==> src/rtl/inst_loader_pkg.sv <==
// inst_loader_pkg -- shared types and constants for the instruction loader.
//   ld_state_e      : loader FSM states
//   INST_A / INST_W : default address / word widths
//   LEN_BYTES / WORD_BYTES : stream framing sizes
//   hi_unused_mask  : bits of the HI byte that carry no word data for width w
package inst_loader_pkg;

  localparam int INST_A     = 10;
  localparam int INST_W     = 9;
  localparam int LEN_BYTES  = 2;
  localparam int WORD_BYTES = 2;

  typedef enum logic [2:0] {
    IDLE    = 3'd0,
    LEN_LO  = 3'd1,
    LEN_HI  = 3'd2,
    DATA_LO = 3'd3,
    DATA_HI = 3'd4,
    CKSUM   = 3'd5,
    DONE    = 3'd6
  } ld_state_e;

  function automatic logic [7:0] hi_unused_mask(input int w);
    logic [7:0] m;
    m = 8'hFF;
    if (w > 8) m = 8'(8'hFF << (w - 8));
    return m;
  endfunction

endpackage

==> src/rtl/inst_loader_if.sv <==
// inst_loader_if -- host stream, session status and instruction RAM write port.
//   Start / InByte / InValid   : host -> loader
//   InReady                    : loader -> host
//   InstWrEn/Addr/Data         : loader -> instruction RAM
//   Busy / Done / Err / WordCount : session status
// Modports: master = host/RAM side, slave = loader.
interface inst_loader_if
  import inst_loader_pkg::*;
#(
  parameter int A = INST_A,
  parameter int W = INST_W
);
  logic         Start;
  logic [7:0]   InByte;
  logic         InValid;
  logic         InReady;
  logic         InstWrEn;
  logic [A-1:0] InstWrAddr;
  logic [W-1:0] InstWrData;
  logic         Busy;
  logic         Done;
  logic         Err;
  logic [A:0]   WordCount;

  modport master (
    output Start, InByte, InValid,
    input  InReady, InstWrEn, InstWrAddr, InstWrData, Busy, Done, Err, WordCount
  );

  modport slave (
    input  Start, InByte, InValid,
    output InReady, InstWrEn, InstWrAddr, InstWrData, Busy, Done, Err, WordCount
  );
endinterface

==> src/rtl/inst_loader.sv <==
// inst_loader -- writes a length-prefixed byte stream of W-bit words into
// instruction RAM starting at address 0.
// Ports:
//   Clk      : clock, all state on posedge
//   Reset_n  : synchronous active-low reset
//   bus      : inst_loader_if.slave (stream in, RAM write port, status out)
// Stream: LEN_LO, LEN_HI, then per word LO = data[7:0], HI = data[W-1:8].
// Optional feature macro: INST_LOADER_CKSUM_EN -- expects a trailing byte equal
// to the XOR of all length and data bytes; mismatch sets Err.
module inst_loader
  import inst_loader_pkg::*;
#(
  parameter int A = INST_A,
  parameter int W = INST_W
) (
  input logic         Clk,
  input logic         Reset_n,
  inst_loader_if.slave bus
);

  localparam logic [16:0] DEPTH   = 17'(1) << A;
  localparam logic [7:0]  HI_MASK = hi_unused_mask(W);

  ld_state_e    r_state;
  logic [15:0]  r_len;
  logic [7:0]   r_lo;
  logic [A-1:0] r_ptr;
  logic [A:0]   r_cnt;
  logic         r_wr_en;
  logic [A-1:0] r_wr_addr;
  logic [W-1:0] r_wr_data;
  logic         r_busy;
  logic         r_done;
  logic         r_err;
`ifdef INST_LOADER_CKSUM_EN
  logic [7:0]   r_xor;
`endif

  logic        w_ready;
  logic        w_xfer;
  logic [15:0] w_len_full;
  logic        w_too_long;
  logic        w_last;
  logic        w_hi_bad;

  assign w_ready    = (r_state == LEN_LO) || (r_state == LEN_HI) ||
                      (r_state == DATA_LO) || (r_state == DATA_HI) ||
                      (r_state == CKSUM);
  assign w_xfer     = bus.InValid & w_ready;
  assign w_len_full = {bus.InByte, r_len[7:0]};
  assign w_too_long = {1'b0, w_len_full} > DEPTH;
  // the word being written now is word N
  assign w_last     = (17'(r_cnt) + 17'd1) == {1'b0, r_len};
  assign w_hi_bad   = |(bus.InByte & HI_MASK);

  always_ff @(posedge Clk) begin
    if (!Reset_n) begin
      r_state   <= IDLE;
      r_len     <= '0;
      r_lo      <= '0;
      r_ptr     <= '0;
      r_cnt     <= '0;
      r_wr_en   <= 1'b0;
      r_wr_addr <= '0;
      r_wr_data <= '0;
      r_busy    <= 1'b0;
      r_done    <= 1'b0;
      r_err     <= 1'b0;
`ifdef INST_LOADER_CKSUM_EN
      r_xor     <= '0;
`endif
    end else begin
      r_wr_en <= 1'b0;
`ifdef INST_LOADER_CKSUM_EN
      if (w_xfer && r_state != CKSUM) r_xor <= r_xor ^ bus.InByte;
`endif
      case (r_state)
        IDLE, DONE: begin
          // Busy drops and Done rises one cycle after entering DONE, so Done
          // trails the final InstWrEn by one cycle. Start is ignored until then.
          if (r_busy) begin
            r_busy <= 1'b0;
            r_done <= 1'b1;
          end else if (bus.Start) begin
            r_state <= LEN_LO;
            r_busy  <= 1'b1;
            r_done  <= 1'b0;
            r_err   <= 1'b0;
            r_cnt   <= '0;
            r_ptr   <= '0;
`ifdef INST_LOADER_CKSUM_EN
            r_xor   <= '0;
`endif
          end
        end
        LEN_LO: if (w_xfer) begin
          r_len[7:0] <= bus.InByte;
          r_state    <= LEN_HI;
        end
        LEN_HI: if (w_xfer) begin
          r_len[15:8] <= bus.InByte;
          if (w_too_long) begin
            r_err   <= 1'b1;
            r_state <= DONE;
          end else if (w_len_full == 16'd0) begin
`ifdef INST_LOADER_CKSUM_EN
            r_state <= CKSUM;
`else
            r_state <= DONE;
`endif
          end else begin
            r_state <= DATA_LO;
          end
        end
        DATA_LO: if (w_xfer) begin
          r_lo    <= bus.InByte;
          r_state <= DATA_HI;
        end
        DATA_HI: if (w_xfer) begin
          r_wr_en   <= 1'b1;
          r_wr_addr <= r_ptr;
          r_wr_data <= W'({bus.InByte, r_lo});
          r_ptr     <= r_ptr + 1'b1;
          r_cnt     <= r_cnt + 1'b1;
          if (w_hi_bad) r_err <= 1'b1;
          if (w_last) begin
`ifdef INST_LOADER_CKSUM_EN
            r_state <= CKSUM;
`else
            r_state <= DONE;
`endif
          end else begin
            r_state <= DATA_LO;
          end
        end
`ifdef INST_LOADER_CKSUM_EN
        CKSUM: if (w_xfer) begin
          if (bus.InByte != r_xor) r_err <= 1'b1;
          r_state <= DONE;
        end
`endif
        default: r_state <= IDLE;
      endcase
    end
  end

  assign bus.InReady    = w_ready;
  assign bus.InstWrEn   = r_wr_en;
  assign bus.InstWrAddr = r_wr_addr;
  assign bus.InstWrData = r_wr_data;
  assign bus.Busy       = r_busy;
  assign bus.Done       = r_done;
  assign bus.Err        = r_err;
  assign bus.WordCount  = r_cnt;

endmodule

==> src/flat_wrapper.sv <==
// flat-port wrapper written by rule: the top's interface ports become plain ports
module inst_loader_flat import inst_loader_pkg::*;
#(
  parameter int A = INST_A,
  parameter int W = INST_W
)
  (Clk, Reset_n, bus_Start, bus_InByte, bus_InValid, bus_InReady, bus_InstWrEn, bus_InstWrAddr, bus_InstWrData, bus_Busy, bus_Done, bus_Err, bus_WordCount);
  inst_loader_if #(.A(A), .W(W)) bus_i ();
  input logic Clk;
  input logic Reset_n;
  input wire logic [$bits(bus_i.Start)-1:0] bus_Start;
  input wire logic [$bits(bus_i.InByte)-1:0] bus_InByte;
  input wire logic [$bits(bus_i.InValid)-1:0] bus_InValid;
  output wire logic [$bits(bus_i.InReady)-1:0] bus_InReady;
  output wire logic [$bits(bus_i.InstWrEn)-1:0] bus_InstWrEn;
  output wire logic [$bits(bus_i.InstWrAddr)-1:0] bus_InstWrAddr;
  output wire logic [$bits(bus_i.InstWrData)-1:0] bus_InstWrData;
  output wire logic [$bits(bus_i.Busy)-1:0] bus_Busy;
  output wire logic [$bits(bus_i.Done)-1:0] bus_Done;
  output wire logic [$bits(bus_i.Err)-1:0] bus_Err;
  output wire logic [$bits(bus_i.WordCount)-1:0] bus_WordCount;
  assign bus_i.Start = bus_Start;
  assign bus_i.InByte = bus_InByte;
  assign bus_i.InValid = bus_InValid;
  assign bus_InReady = bus_i.InReady;
  assign bus_InstWrEn = bus_i.InstWrEn;
  assign bus_InstWrAddr = bus_i.InstWrAddr;
  assign bus_InstWrData = bus_i.InstWrData;
  assign bus_Busy = bus_i.Busy;
  assign bus_Done = bus_i.Done;
  assign bus_Err = bus_i.Err;
  assign bus_WordCount = bus_i.WordCount;
  inst_loader #(.A(A), .W(W)) u_core (.Clk(Clk), .Reset_n(Reset_n), .bus(bus_i));
endmodule
==> config.mk <==
export PLATFORM = sky130hd
export DESIGN_NAME = inst_loader_flat
export DESIGN_NICKNAME = d
export VERILOG_FILES = /design/src/rtl/inst_loader_pkg.sv /design/src/rtl/inst_loader_if.sv /design/src/rtl/inst_loader.sv /design/src/flat_wrapper.sv
export SDC_FILE = /design/constraint.sdc
export NUM_CORES = 1
export LEC_CHECK = 0
export CAP_MARGIN = 10
export CORE_MARGIN = 4
export CORE_UTILIZATION = 45
export DETAILED_ROUTE_END_ITERATION = 8
export GPL_ROUTABILITY_DRIVEN = 0
export PLACE_DENSITY = 0.68
export SKIP_CTS_REPAIR_TIMING = 1
export SLEW_MARGIN = 0
export SYNTH_ARGS = -nofsm -noshare
export SYNTH_HDL_FRONTEND = slang
export SYNTH_SLANG_ARGS = --single-unit
==> constraint.sdc <==
create_clock -name Clk -period 2.7 [get_ports Clk]
set_clock_uncertainty 0.05 [all_clocks]
set_input_delay 0.405 -clock Clk [delete_from_list [all_inputs] [get_ports Clk]]
set_output_delay 0.405 -clock Clk [all_outputs]
set_load 0.1 [all_outputs]
Word level (Yosys, flattened, before mapping) --
Cells that the tools add are included.
Word-level totals: word-level logic and storage cells 81, input port bits 12, flip-flop bits (word level) 71
Cells by class: equality and inequality tests 15, magnitude comparators 1, add/sub/neg operators 3, multiplexer cells 29, reduce and logical (&&, ||, !) cells 20, bitwise logic cells 1
Operators by type and width (number):
- 11-bit two-way mux | 3
- 10-bit two-way mux | 3
- 3-bit two-way mux | 9
- 11-bit one-hot mux with 2 select lines | 1
- 10-bit one-hot mux with 2 select lines | 1
- 17-bit by 16-bit == test with 1-bit output | 1
- 16-bit by 11-bit > comparator with 1-bit output (second input constant) | 1
- 16-bit zero test | 1
- 3-bit one-hot mux with 5 select lines | 1
- 11-bit by 1-bit adder with 12-bit output (second input constant) | 1
- 2-bit by 1-bit != test with 1-bit output (second input constant) | 6
- 2-bit AND reduction | 6
- 11-bit by 1-bit adder with 11-bit output (second input constant) | 1
- 10-bit by 1-bit adder with 10-bit output (second input constant) | 1
- 1-bit two-way mux | 10
- 3-bit == test (second input constant) | 3
- 7-bit AND reduction | 1
- 7-bit OR reduction | 1
- 3-bit by 2-bit == test with 1-bit output (second input constant) | 2
- 6-bit AND reduction | 1
- 1-bit logical OR | 4
- 2-bit != test (second input constant) | 2
- 4-bit AND reduction | 1
- 2-bit nonzero test | 2
- other kinds (6) | 6

Depth between registers and ports, before layout --
Gate-level depths: netlist (run 1).
word-level depth 8, gate-level depth with buffers 8, depth with buffers taken out 7

Worst setup path before layout (run 1) --
No wires, ideal clock.
path kind flip-flop to flip-flop, start point reg u_core.r_cnt[0], in the netlist u_core.bus.WordCount[0], end point reg u_core.r_state[0], clock period less this slack 2.765 ns, buffers on the path 0, setup slack -0.065 ns, data arrival time 2.600 ns, setup time 0.115 ns, data required time 2.535 ns, cell stages (with the launch flop) 8, cell sequence dfxtp_1 > ha_1 > nand3_2 > nor2_2 > mux2i_1 > a2111oi_2 > nand4_1 > and3_1
Between the ends: longest elaborated chain between the ends 5
Ends and longest elaborated chain:
- start, declared | line inst_loader.sv:28 | logic [A:0] r_cnt;
- start signal, assigned | line inst_loader.sv:124 | r_cnt <= r_cnt + 1'b1;
- 11-bit by 1-bit adder with 12-bit output | line inst_loader.sv:53 | assign w_last = (17'(r_cnt) + 17'd1) == {1'b0, r_len};
- 17-bit by 16-bit == test with 1-bit output | line inst_loader.sv:53
- 3-bit two-way mux | line inst_loader.sv:126 | if (w_last) begin
- 3-bit two-way mux | line inst_loader.sv:119 | DATA_HI: if (w_xfer) begin
- 3-bit one-hot mux with 5 select lines | line inst_loader.sv:77 | case (r_state)
- end signal, assigned | line inst_loader.sv:58 | r_state <= IDLE;
- end signal, assigned | line inst_loader.sv:117 | r_state <= DATA_HI;
- end signal, assigned | line inst_loader.sv:130 | r_state <= DONE;
- end, declared | line inst_loader.sv:24 | ld_state_e r_state;
No other way between the ends. The select of a mux whose other input is x is not followed. A chain may end at the register's enable or synchronous reset.

Final worst setup path (run 1) --
Ends and elaborated chain as after synthesis.

==> results of run 1 <==
-- power groups by stage --
stage / logic (uW) / clock network, uW / registers [uW]
after global routing: 487 / 992 / 1120
after CTS: 448 / 948 / 1120
after detailed placement: 448 / 0 / 1140
final: 448 / 937 / 1120
after global placement: 443 / 0 / 1140
after floorplan: 291 / 0 / 1180
-- Yosys cell counts, drive strengths merged --
master | n | area share, %
mux2i | 11 | 3.2
nor2 | 24 | 2.7
o21ba | 1 | 0.29
xor2 | 14 | 3.5
dfxtp | 71 | 41
nor3 | 8 | 1.3
a21oi | 13 | 1.9
nor4 | 6 | 1.3
mux2 | 1 | 0.33
buf | 13 | 2.8
nand3 | 11 | 1.7
or3b | 1 | 0.33
o211ai | 1 | 0.22
o32ai | 1 | 0.25
a311o | 1 | 0.29
o41ai | 1 | 0.25
nor3b | 2 | 0.43
ha | 2 | 0.72
and3 | 7 | 1.3
nor2b | 17 | 3.1
o221a | 2 | 0.65
o21ai | 13 | 2.0
a31oi | 6 | 1.1
or2b | 1 | 0.25
and2 | 3 | 0.54
a21boi | 37 | 8.0
nand4 | 9 | 1.6
nand3b | 1 | 0.22
and4b | 1 | 0.29
or4 | 2 | 0.43
nand2 | 93 | 10
o211a | 2 | 0.58
xnor2 | 9 | 2.3
nand2b | 1 | 0.18
o2bb2ai | 1 | 0.25
a2111oi | 2 | 1.2
o2111ai | 1 | 0.25
o21a | 1 | 0.22
inv | 5 | 0.54
or3 | 1 | 0.18
o311ai | 2 | 0.51
clkbuf | 13 | 1.5
-- flip-flops by register name, summed over array words and instances, names as in the netlist --
name / flops
u_core.bus.Busy: 1
u_core.bus.Done: 1
u_core.bus.Err: 1
u_core.bus.InstWrAddr: 10
u_core.bus.InstWrData: 9
u_core.bus.InstWrEn: 1
u_core.bus.WordCount: 11
u_core.r_len: 16
u_core.r_lo: 8
u_core.r_ptr: 10
u_core.r_state: 3
-- tightest hold or removal path: cells and delay by family, from the launching register on --
family / cells / cell delay (ns)
compound gates: 1 / 0.06
flops: 1 / 0.31
simple gates: 1 / 0.05
-- layout by cell type, fill, tap and decap left out, drive strengths merged, types with 11 or more instances in the layout --
master	instances
buf	47
mux2i	11
o21ai	13
xor2	14
nand3	11
clkdlybuf4s50	11
nor2	24
a21boi	37
nand2	93
a21oi	13
nor2b	17
dfxtp	71
-- per-layer routing --
| layer | GRT usage (%) | part of all wire (%) |
|---|---|---|
| met5 | 0 | 0 |
| met4 | 8.649 | 1.9 |
| met3 | 3.473 | 5.0 |
| met2 | 28.20 | 46 |
| met1 | 24.54 | 47 |
-- per-stage QoR --
step	setup WS (ns)	power, uW
2_1_floorplan	0.1485	1475
3_3_place_gp	0.2385	1582
3_5_place_dp	0.1506	1589
4_1_cts	0.4664	2513
5_1_grt	0.3434	2603
6_report	0.4417	2503
-- logic make-up (layout without fill, tap and decap cells) --
group                    after synthesis  in the layout
AO/OA/AOI/OAI                         85             85
XOR/XNOR                              23             23
adder cells (fa/ha/maj)                2              2
buffers and inverters                 31             79
flip-flops                            71             71
multiplexers                          12             12
AND/OR/NAND/NOR                      188            188
-- how the worst max path moves through the flow --
stage | startpoint | to | slack (ns) | cells past startpoint
2_1_floorplan | u_core.r_state[2] | bus_InReady | 0.15 | 4
3_3_place_gp | bus_Start | u_core.r_ptr[8] | 0.24 | 8
3_5_place_dp | bus_Start | u_core.r_ptr[4] | 0.15 | 8
4_1_cts | u_core.bus.WordCount[0] | u_core.r_state[0] | 0.47 | 7
5_1_grt | bus_Start | u_core.r_ptr[6] | 0.34 | 8
6_report | u_core.bus.WordCount[0] | u_core.r_state[0] | 0.44 | 7
-- final cells by class --
type,count,area (um^2)
timing repair buffer,58,475.5
sequential,71,1424
clock inverter,7,97.59
fill,725,3241
inverter,5,18.77
tap,99,123.9
clock buffer,9,123.9
multi-input combinational,310,1866
==> metrics.txt, run 1 <==
status=finished, final reports clean; Post-Synth Simple-Gate Area=25.93%; final hold viol count=0; CP max-delay cell=dfxtp_2; Critical Path, Cell by Cell=ha_1, nand3_2, nor2_2, mux2i_1, a2111oi_2, nand4_1, and3_1; WS Path Type=reg -> reg; 1st-iter DRT viols=about 110; post-synthesis compound-gate area fraction=between 15 and 20%; Die X-Extent=95.62 um; worst reg2reg path depth=7; LEAKAGE=~0.0015 uW; switching share of power=29.65%; largest family of logic cells by synthesized area=simple AND/OR/NAND/NOR gates; Setup TNS=0 ns; Hold Crit Endpoint=u_core.r_len[14]; via count=2968; Die ar.=9142 um^2; final setup fails=0; global-route wire length before repair=between 10000 and 15000 um; Cells after Synth=a little over 400; Worst Path Max Fanout=7; mux share of post-synthesis cell area=3.513%; sequential element share of the synthesized area=41.14%; R2R setup slack=0.44 ns; largest net degree at the start of global routing=45; core box area=7370 um^2; Final Max Slew Viols=0; Yosys cell types=52; Cell Rows=31; Worst Path Required=~2.9 ns; RSZ-0062 raised after global routing=false; Clock Sinks=71; Reg power frac=44.6%; Min-Delay Path Depth=2; PortBufs=46; Starting Density=a little under half; Logic pwr share=17.9%; WL/cell=13.98 um; Ports=between 40 and 50; Max-Cap Viols=0; WHS=roughly 0.41 ns; aggregate global routing overflow=0; hold_sp=u_core.r_len[14]; H-tree depth=3; syn_nets=426; warnings from Yosys=0; end of the worst register-to-register path=u_core.r_state[0]; Clock Path Buffers=2; Avg Inst Size Synth=8.385 um^2; post-synthesis xor/xnor area fraction=5.831%; slowest stage delay, CP=0.41 ns; #FFs+latches synth=71; clock-pin slew on the worst setup and hold paths=0.08 ns; startpoint types=flop; Final #Nets=~470; Cell Area, Synth=roughly 3500 um^2; switching pwr=742.0 uW; n_diodes=0; dpl cells=543; Hold Crit Class=reg -> reg; Pint=1761 uW; Worst-Skew Late Latency=0.34 ns; power per cell area=606.1 nW/um^2; DRT Wirelength=7814 um; Detail Route Antenna Nets=0; Buffers & Inverters on Critical Path=0; Area Growth Syn to Fin=19.52%; residual DRC count=0; Cell Area, Placed=3908 um^2; die height=95.62 um; Layout Cells excl Fill=559; CTS tree=yes; vias in the first global route=between 2k and 3k; Worst Setup End Kind=flop; initial antenna violation count=0; TritonCTS Buffers=9; final period utilization=roughly 84%; CTS root buf=clkbuf_8; synthesized-area fraction occupied by adder cells=less than 1%; Total GRT Usage=18.28%; clock share of power=37.5%; Peak VDD IR=0.3311 mV; 1st-pass router iterations=4; vias per inst=5.309; DP HPWL=5588 um; Slew headroom=68.97%; reg2reg start=u_core.bus.WordCount[0]; Tmin final=2.258 ns; fmax=442.8 MHz; Design Area, Final=4129 um^2; Final Core Density=56.03%; layout cells sized above 1=around 17%; Critical Path AT=2.44 ns; Tightest Pin Transition=roughly 0.46 ns; Worst path top cell family by delay=simple AND/OR/NAND/NOR gates
Power figures use the tool's default switching activity.
==> run 2: changes to the inputs <==
PLACE_DENSITY = 0.7   (was 0.68)
clock period = 1.8 ns   (was 2.7 ns; I/O delays follow)
==> run 2 against run 1 <==
Against the previous run:
- via count up 7.3%
- the run now ends with negative setup slack left
- global-route usage up 2.0 points
- clock power up 26%
==> metrics.txt, run 2 (same netlist as run 1, synthesis figures left out) <==
Starting Density=46.88% (unchanged); core box area=7370 um^2 (unchanged); TritonCTS Buffers=9 (unchanged); CP endpoint=u_core.r_state[0] (unchanged); DRT Wirelength=8866 um (was 7814 um); Design Area, Final=4991 um^2 (was 4129 um^2); final period utilization=113.5% (was 83.64%); Worst Path Max Fanout=2 (was 7); WS Path Type=reg -> reg (unchanged); die height=95.62 um (unchanged); Hold Crit Class=reg -> reg (unchanged); Peak VDD IR=0.6776 mV (was 0.3311 mV); Worst Setup End Kind=flop (unchanged); startpoint types=flop (unchanged); slowest stage delay, CP=0.55 ns (was 0.41 ns); Cell Rows=31 (unchanged); Logic pwr share=26.6% (was 17.9%); vias per inst=5.360 (was 5.309); Max-Cap Viols=0 (unchanged); 1st-iter DRT viols=191 (was 113); R2R setup slack=-0.24 ns (was 0.44 ns); Worst Path Required=1.99 ns (was 2.89 ns); initial antenna violation count=0 (unchanged); most common cell after layout, fill and taps aside=nand2_1 (unchanged); post-route setup slack=-0.2430 ns (was 0.4417 ns); via count=3184 (was 2968); layout cells sized above 1=28.69% (was 16.96%); Ports=47 (unchanged); dpl ws=-0.3919 ns (was 0.1506 ns); Layout Cells excl Fill=594 (was 559); CP max-delay cell=or4_4 (was dfxtp_2); Die ar.=9142 um^2 (unchanged); reg2reg start=u_core.r_len[15] (was u_core.bus.WordCount[0]); Cell Area, Placed=4621 um^2 (was 3908 um^2); clock-pin slew on the worst setup and hold paths=0.08 ns (about the same); CTS tree=yes (unchanged); Critical Path AT=2.23 ns (was 2.44 ns); Clock Sinks=71 (unchanged); Critical Path, Cell by Cell=or4_4, nor4_4, o41ai_2, a2111oi_2, nand4_1, and3_1 (was ha_1, nand3_2, nor2_2, mux2i_1, a2111oi_2, nand4_1, and3_1); vias in the first global route=3106 (was 2760); residual DRC count=0 (unchanged); PortBufs=46 (unchanged); most frequent cells in the layout=91 x nand2_1, 56 x dfxtp_1, 38 x buf_4 (was 93 x nand2_1, 69 x dfxtp_1, 46 x buf_4); fmax=489.5 MHz (was 442.8 MHz); number of flip-flops in the largest register=16 (unchanged); Area Growth Syn to Fin=44.48% (was 19.52%); RSZ-0062 raised after global routing=true (was false); final hold viol count=0 (unchanged); Clock Path Buffers=2 (unchanged); aggregate global routing overflow=0 (unchanged); LEAKAGE=0.001813 uW (was 0.001498 uW); failing checks=negative setup slack; switching share of power=31.77% (was 29.65%); Tmin final=2.043 ns (was 2.258 ns); WL/cell=14.93 um (was 13.98 um); worst reg2reg path depth=6 (was 7); Tightest Pin Transition=0.3519 ns (was 0.4637 ns); Final Core Density=67.73% (was 56.03%); Min-Delay Path Depth=2 (unchanged); CTS root buf=clkbuf_8 (unchanged); Total GRT Usage=20.24% (was 18.28%); DP HPWL=6158 um (was 5588 um); end of the worst register-to-register path=u_core.r_state[0] (unchanged); largest net degree at the start of global routing=63 (was 45); Final Max Slew Viols=0 (unchanged); Largest Register=u_core.r_len (unchanged); crit path from=u_core.r_len[15] (was u_core.bus.WordCount[0]); switching pwr=1224 uW (was 742.0 uW); 1st-pass router iterations=4 (unchanged); Reg power frac=42.9% (was 44.6%); Pint=2628 uW (was 1761 uW); Die X-Extent=95.62 um (unchanged); Detail Route Antenna Nets=0 (unchanged); final setup fails=5 (was 0); Final #Nets=504 (was 469); clock share of power=30.5% (was 37.5%); dpl cells=572 (was 543); power per cell area=771.9 nW/um^2 (was 606.1 nW/um^2); status=finished with violations (was finished, final reports clean); Slew headroom=76.36% (was 68.97%); global-route wire length before repair=14570 um (was 13170 um); H-tree depth=3 (unchanged); n_diodes=0 (unchanged); Worst-Skew Late Latency=0.34 ns (about the same)
-- run 2: cell types whose count changed in the layout (fill, tap and decap cells not counted), moves of 4 or more --
cell and change:
buf_4 -8, dfxtp_4 +7, buf_6 +6, o21ai_1 +4, dfxtp_2 +6, o21ai_0 -6, buf_12 +35, dfxtp_1 -13
-- run 2: per-layer routing --
layer	GRT usage, %	routed length (um)	vias up
met5	0	0	-
met4	6.635	193	0
met2	33.06	4269	98
met1	26.40	3867	1485
met3	4.499	536	21
li1	-	-	1580
-- run 2: how the worst min path moves through the flow --
stage	slack, ns	end	from
2_1_floorplan	0.36	u_core.r_len[14]	bus_InByte[6]
3_3_place_gp	0.40	u_core.r_len[13]	u_core.r_len[13]
3_5_place_dp	0.40	u_core.r_len[13]	u_core.r_len[13]
4_1_cts	0.41	u_core.r_len[13]	u_core.r_len[13]
5_1_grt	0.45	u_core.bus.InstWrData[0]	u_core.r_lo[0]
6_report	0.42	u_core.r_len[13]	u_core.r_len[13]
-- run 2: stage by stage --
step                total power [uW]  hold slack [ns]  setup TNS (ns)
floorplan                       2217           0.3649         -0.4089
CTS                             3696           0.4136          -1.005
detailed placement              2523           0.4026          -11.21
finish                          3853           0.4154         -0.4576
global placement                2508           0.3978          -9.076
global route                    4021           0.4450          -1.421
-- run 2: final cells by class --
type	instances	area [um^2]
multi-input cells	310	1976
well taps	99	123.9
clock inverters	6	41.29
fillers	598	2379
flip-flops and latches	71	1458
inverters	5	18.77
repair buffers	93	1236
clock buffers	10	137.6
-- run 2: worst max-delay path: cells and delay by family, from the launching register on --
kind	cells	cell delay (ns)
AOI/OAI and AO/OA	2	0.33
DFF	1	0.33
and+or+nand+nor	4	1.22
-- run 2: power groups by stage --
stage          logic [uW]  clock network [uW]  registers [uW]
2_1_floorplan         445                   0            1770
3_3_place_gp          821                   0            1690
3_5_place_dp          834                   0            1690
4_1_cts               837                1210            1650
5_1_grt              1090                1280            1660
6_report             1020                1180            1650
==> RTL edit 1: new RTL, config.mk and constraints of run 1 <==
Build with the macro `INST_LOADER_CKSUM_EN` defined.
--- a/src/rtl/inst_loader.sv
+++ b/src/rtl/inst_loader.sv
@@ -7,6 +7,8 @@
 // Stream: LEN_LO, LEN_HI, then per word LO = data[7:0], HI = data[W-1:8].
 // Optional feature macro: INST_LOADER_CKSUM_EN -- expects a trailing byte equal
 // to the XOR of all length and data bytes; mismatch sets Err.
+`define INST_LOADER_CKSUM_EN
+
 module inst_loader
   import inst_loader_pkg::*;
 #(
Formal check against the unedited RTL: not equivalent (Yosys sat finds a counterexample within 4 cycles, from zero or initial values and one cycle with Reset_n low).
==> RTL edit 1 against run 1 <==
- cell area increased by 7.2%
- synthesized area increased by 7.2%
- routed wire length increased by 15%
- sequential share of layout area increased by 1.4 points
- setup slack got worse by 260 ps
- sequential cell count increased by 8
- critical path type unchanged
Power is not compared: it rests on default switching activity, and its combinational part moved more than twofold at a synthesized area within 25%.
==> RTL edit 1: results (changes against run 1) <==
drt wl/cell=15.0 um (+7.4%); multi-input gates=343 (+11%); Non-clk bufs=59 (+1.7%); syn nets=463 (+8.7%); reg-to-reg slack, setup=180 ps (-260 ps); met3 usage=0.0326 (-0.00217); Pre-antenna DRT Iters=5 (+1); outcome=completed; Post-Synth Adder-Cell Area=0.00676 (-0.000487); R2R Path End=u_core.r_state[1]; Syn Inst Count=449 (+9.0%); DP HPWL=6.33 mm (+13%); placed insts=585 (+7.7%); vias in the first global route=3051 (+11%); clk sink count=79 (+11%); Crit path max-delay family=compound AO/OA/AOI/OAI gates; mux cell area share after synthesis=0.0216 (-0.0135); gr usage total=0.192 (+0.00924); first-pass GRT wire length=15.2 mm (+15%); Logic inverters=2 (-3); global routing usage on met2=0.293 (+0.0113); final cell count without fillers=601 (+7.5%); Final Cell Area=0.00443 mm2 (+7.2%); Synth area leaders=dfxtp_1 (43%), nand2_1 (10%), a21boi_0 (8.1%); worst-margin pin slew=599 ps (+135 ps); CP Data Arrival Time=2710 ps (+270 ps); Seq area share=0.359 (+0.0142); Signal buf overhead=0.106 (-0.00885); metal2 WL=4.06 mm (+13%); Slowest cell on crit path=or3_1; M1 GR Usage=0.270 (+0.0246); compound-gate portion of the synthesized area=0.153 (-0.0266); post-layout min period=2520 ps (+261 ps); DIE WIDTH=98.7 um (+3.2%); largest net degree at the start of global routing=60 (+33%)
[RTL edit 1: cell types whose count changed in the layout (fill, tap and decap cells not counted), sizes merged, moves of 5 or more]
| cell | run 1 | this run |
|---|---|---|
| nand2 | 93 | 101 |
| dfxtp | 71 | 79 |
| nor2 | 24 | 31 |
| o21ai | 13 | 8 |
| xnor2 | 9 | 16 |
| xor2 | 14 | 26 |
| a31oi | 6 | 1 |
[RTL edit 1: how the worst min path moves through the flow]
stage | depth (start not counted) | end | slack (ps) | from
after floorplan | 2 | u_core.bus.InstWrData[0] | 390 | u_core.r_lo[0]
after global placement | 2 | u_core.bus.InstWrData[3] | 400 | u_core.r_lo[3]
after detailed placement | 2 | u_core.bus.InstWrAddr[9] | 410 | u_core.bus.InstWrAddr[9]
after CTS | 2 | u_core.bus.InstWrData[3] | 410 | u_core.r_lo[3]
after global routing | 2 | u_core.bus.InstWrAddr[0] | 440 | u_core.bus.InstWrAddr[0]
final | 2 | u_core.bus.InstWrData[3] | 410 | u_core.r_lo[3]
==> RTL edit 2: new RTL, settings of run 1 <==
Without the edit above. Make the reset (`Reset_n`) asynchronous in one clocked block. Comments in the files are not updated.
--- a/src/rtl/inst_loader.sv
+++ b/src/rtl/inst_loader.sv
@@ -53,7 +53,7 @@
   assign w_last     = (17'(r_cnt) + 17'd1) == {1'b0, r_len};
   assign w_hi_bad   = |(bus.InByte & HI_MASK);
 
-  always_ff @(posedge Clk) begin
+  always_ff @(posedge Clk or negedge Reset_n) begin
     if (!Reset_n) begin
       r_state   <= IDLE;
       r_len     <= '0;
Function: differs if Reset_n is asserted again (counterexample within 4 cycles, from zero or initial values and one cycle with Reset_n low); with Reset_n held inactive, the same outputs for 10 cycles.
==> RTL edit 2 against run 1 <==
- count of clock-buffer cells in the layout grew 1
- first-iteration DRC count is 38% higher
- cell area is 0.55% higher
- synthesized area rose by 0.65%
- routed wire length decreased by 0.22%
- via count fell by 8.3%
- sequential cell count did not move
- highest routed layer unchanged
- largest cell class is now registers
- setup slack improved by 99 ps
- die area up 0.60%
Power is not compared: it rests on default switching activity, and its combinational part moved more than twofold at a synthesized area within 25%.
==> RTL edit 2: results (changes against run 1) <==
outcome=completed; Reg with most FFs=u_core.r_len; syn_area_per_cell=9.93 um2 (+18%); Placed Instance Area=0.00396 mm2 (+1.4%); Async S/R FF share, synth=1.00 (+1.00); min-delay worst type=primary input to async pin; via density per instance=5.40 (+1.7%); CTS H-tree depth=3 (unchanged); FF-to-FF Start=u_core.bus.WordCount[0]; clock buffer depth=2 (unchanged); DR iter-0 viols=156 (+38%); R2R depth=7 (unchanged); layout cells sized above 1=0.235 (+0.0650); Pre-antenna DRT Iters=4 (unchanged); total wire length=7.80 mm (-0.22%); fill count=705 (-2.8%); Int Pwr=2.53 mW; Port Buffers=46 (unchanged); placed insts=488 (-10%); vias in the first global route=2569 (-6.9%); DP HPWL=5.53 mm (-0.97%); Synth area leaders=dfrtp_1 (51%), nand2_1 (8.4%), mux2_2 (8.1%); Synth top cells by count=nand2_1 (78), dfrtp_1 (71), mux2_2 (25), nor2_1 (25), o21ai_0 (19); clk slew on worst S/H paths=80 ps (about the same); first-pass GRT wire length=13.0 mm (-1.6%); gr usage total=0.185 (+0.00257); CTS buffer count=9 (unchanged); Clk Latency, worst-skew pair=350 ps; peak fanout along the critical path=8 (+1); Max VDD drop=0.00104 V; total leakage power=1.96 nW; Clock Root Buffer=clkbuf_8; largest net degree at the start of global routing=40 (-11%); final cell count without fillers=504 (-9.8%); final net count=414 (-12%); R2R Path End=u_core.r_state[2]; number of antenna violations at the first check in global routing=0 (unchanged); ant diodes=0 (unchanged); Slew headroom=0.485 (-0.205); max FFs per register=16 (unchanged); syn nets=364 (-15%); Seq/Total Area, Yosys=0.511 (+0.0995); reg-to-reg slack, setup=540 ps (+100 ps); CP Data Arrival Time=2390 ps (-50 ps); most used flip-flop cell after synthesis=dfrtp_1
RTL edit 2: cell types whose count changed in the layout (fill, tap and decap cells not counted), moves of 3 or more:
cell             run 1  this run
a21boi_0            37         0
a31oi_1              6         2
buf_4               46        42
dfrtp_1              0        71
dfxtp_1             69         0
mux2_2               1        25
mux2i_1             11         4
nand2_1             93        78
nor2b_1             17         3
nor3_1               7         3
o21ai_0             12        19
xnor2_1              9        12
xor2_1              14        11
RTL edit 2: worst max-delay path by stage:
stage,from,end
2_1_floorplan,u_core.bus.WordCount[0],u_core.r_state[2]
3_3_place_gp,bus_Start,u_core.r_ptr[7]
3_5_place_dp,bus_InValid,u_core.r_len[11]
4_1_cts,u_core.bus.WordCount[0],u_core.r_state[2]
5_1_grt,u_core.bus.WordCount[0],u_core.r_state[0]
6_report,u_core.bus.WordCount[0],u_core.r_state[2]
RTL edit 2: power groups by stage:
stage | Sequential, mW | Clock (mW) | Combinational, mW
detailed placement | 1.80 | 0 | 2.27
CTS | 1.78 | 0.850 | 2.28
global placement | 1.79 | 0 | 2.24
global route | 1.84 | 0.894 | 2.42
finish | 1.78 | 0.830 | 2.26
floorplan | 2.50 | 0 | 1.02
RTL edit 2: area by class of cell:
type                            instances  area share
Inverter                                4     0.00362
Clock buffer                           10      0.0307
Timing Repair Buffer                   54       0.106
Sequential cell                        71       0.428
Clock inverter                          6      0.0148
Multi-Input combinational cell        260       0.387
Tap cell                               99      0.0298
RTL edit 2: cell families (layout without fill, tap and decap cells):
logic type      Yosys count  in the layout  share of synthesized area
simple gates            153            153                      0.211
flops                    71             71                      0.511
xor+xnor                 23             23                     0.0579
mux                      29             29                     0.0925
fa+ha+maj                 2              2                    0.00720
compound gates           53             53                     0.0925
buf+inv                  19             74                     0.0281
RTL edit 2: per-stage QoR:
stage          hold WS [ps]  power [mW]  setup WS [ps]   util
6_report               84.4        4.88            541  0.563
2_1_floorplan          59.4        3.52            203      -
3_5_place_dp            406        4.07            308  0.538
4_1_cts                88.4        4.91            545  0.563
5_1_grt                 136        5.15            460  0.563
3_3_place_gp            401        4.02            364  0.538
RTL edit 2: routing by layer:
metal  up-vias  global-route usage  wire length [um]
li1       1315                   -                 -
met1      1342               0.258              3760
met2        53               0.278              3560
met3        12              0.0352               354
met4         0              0.0889               126
met5         -                   0                 0
RTL edit 2: critical path, cell delays in order (launching register included):
cell	delay, ps
dfrtp_1	530
ha_1	360
nand2_2	130
nor2_4	140
and4_4	270
xnor2_1	80
nor4_2	330
a31o_1	190
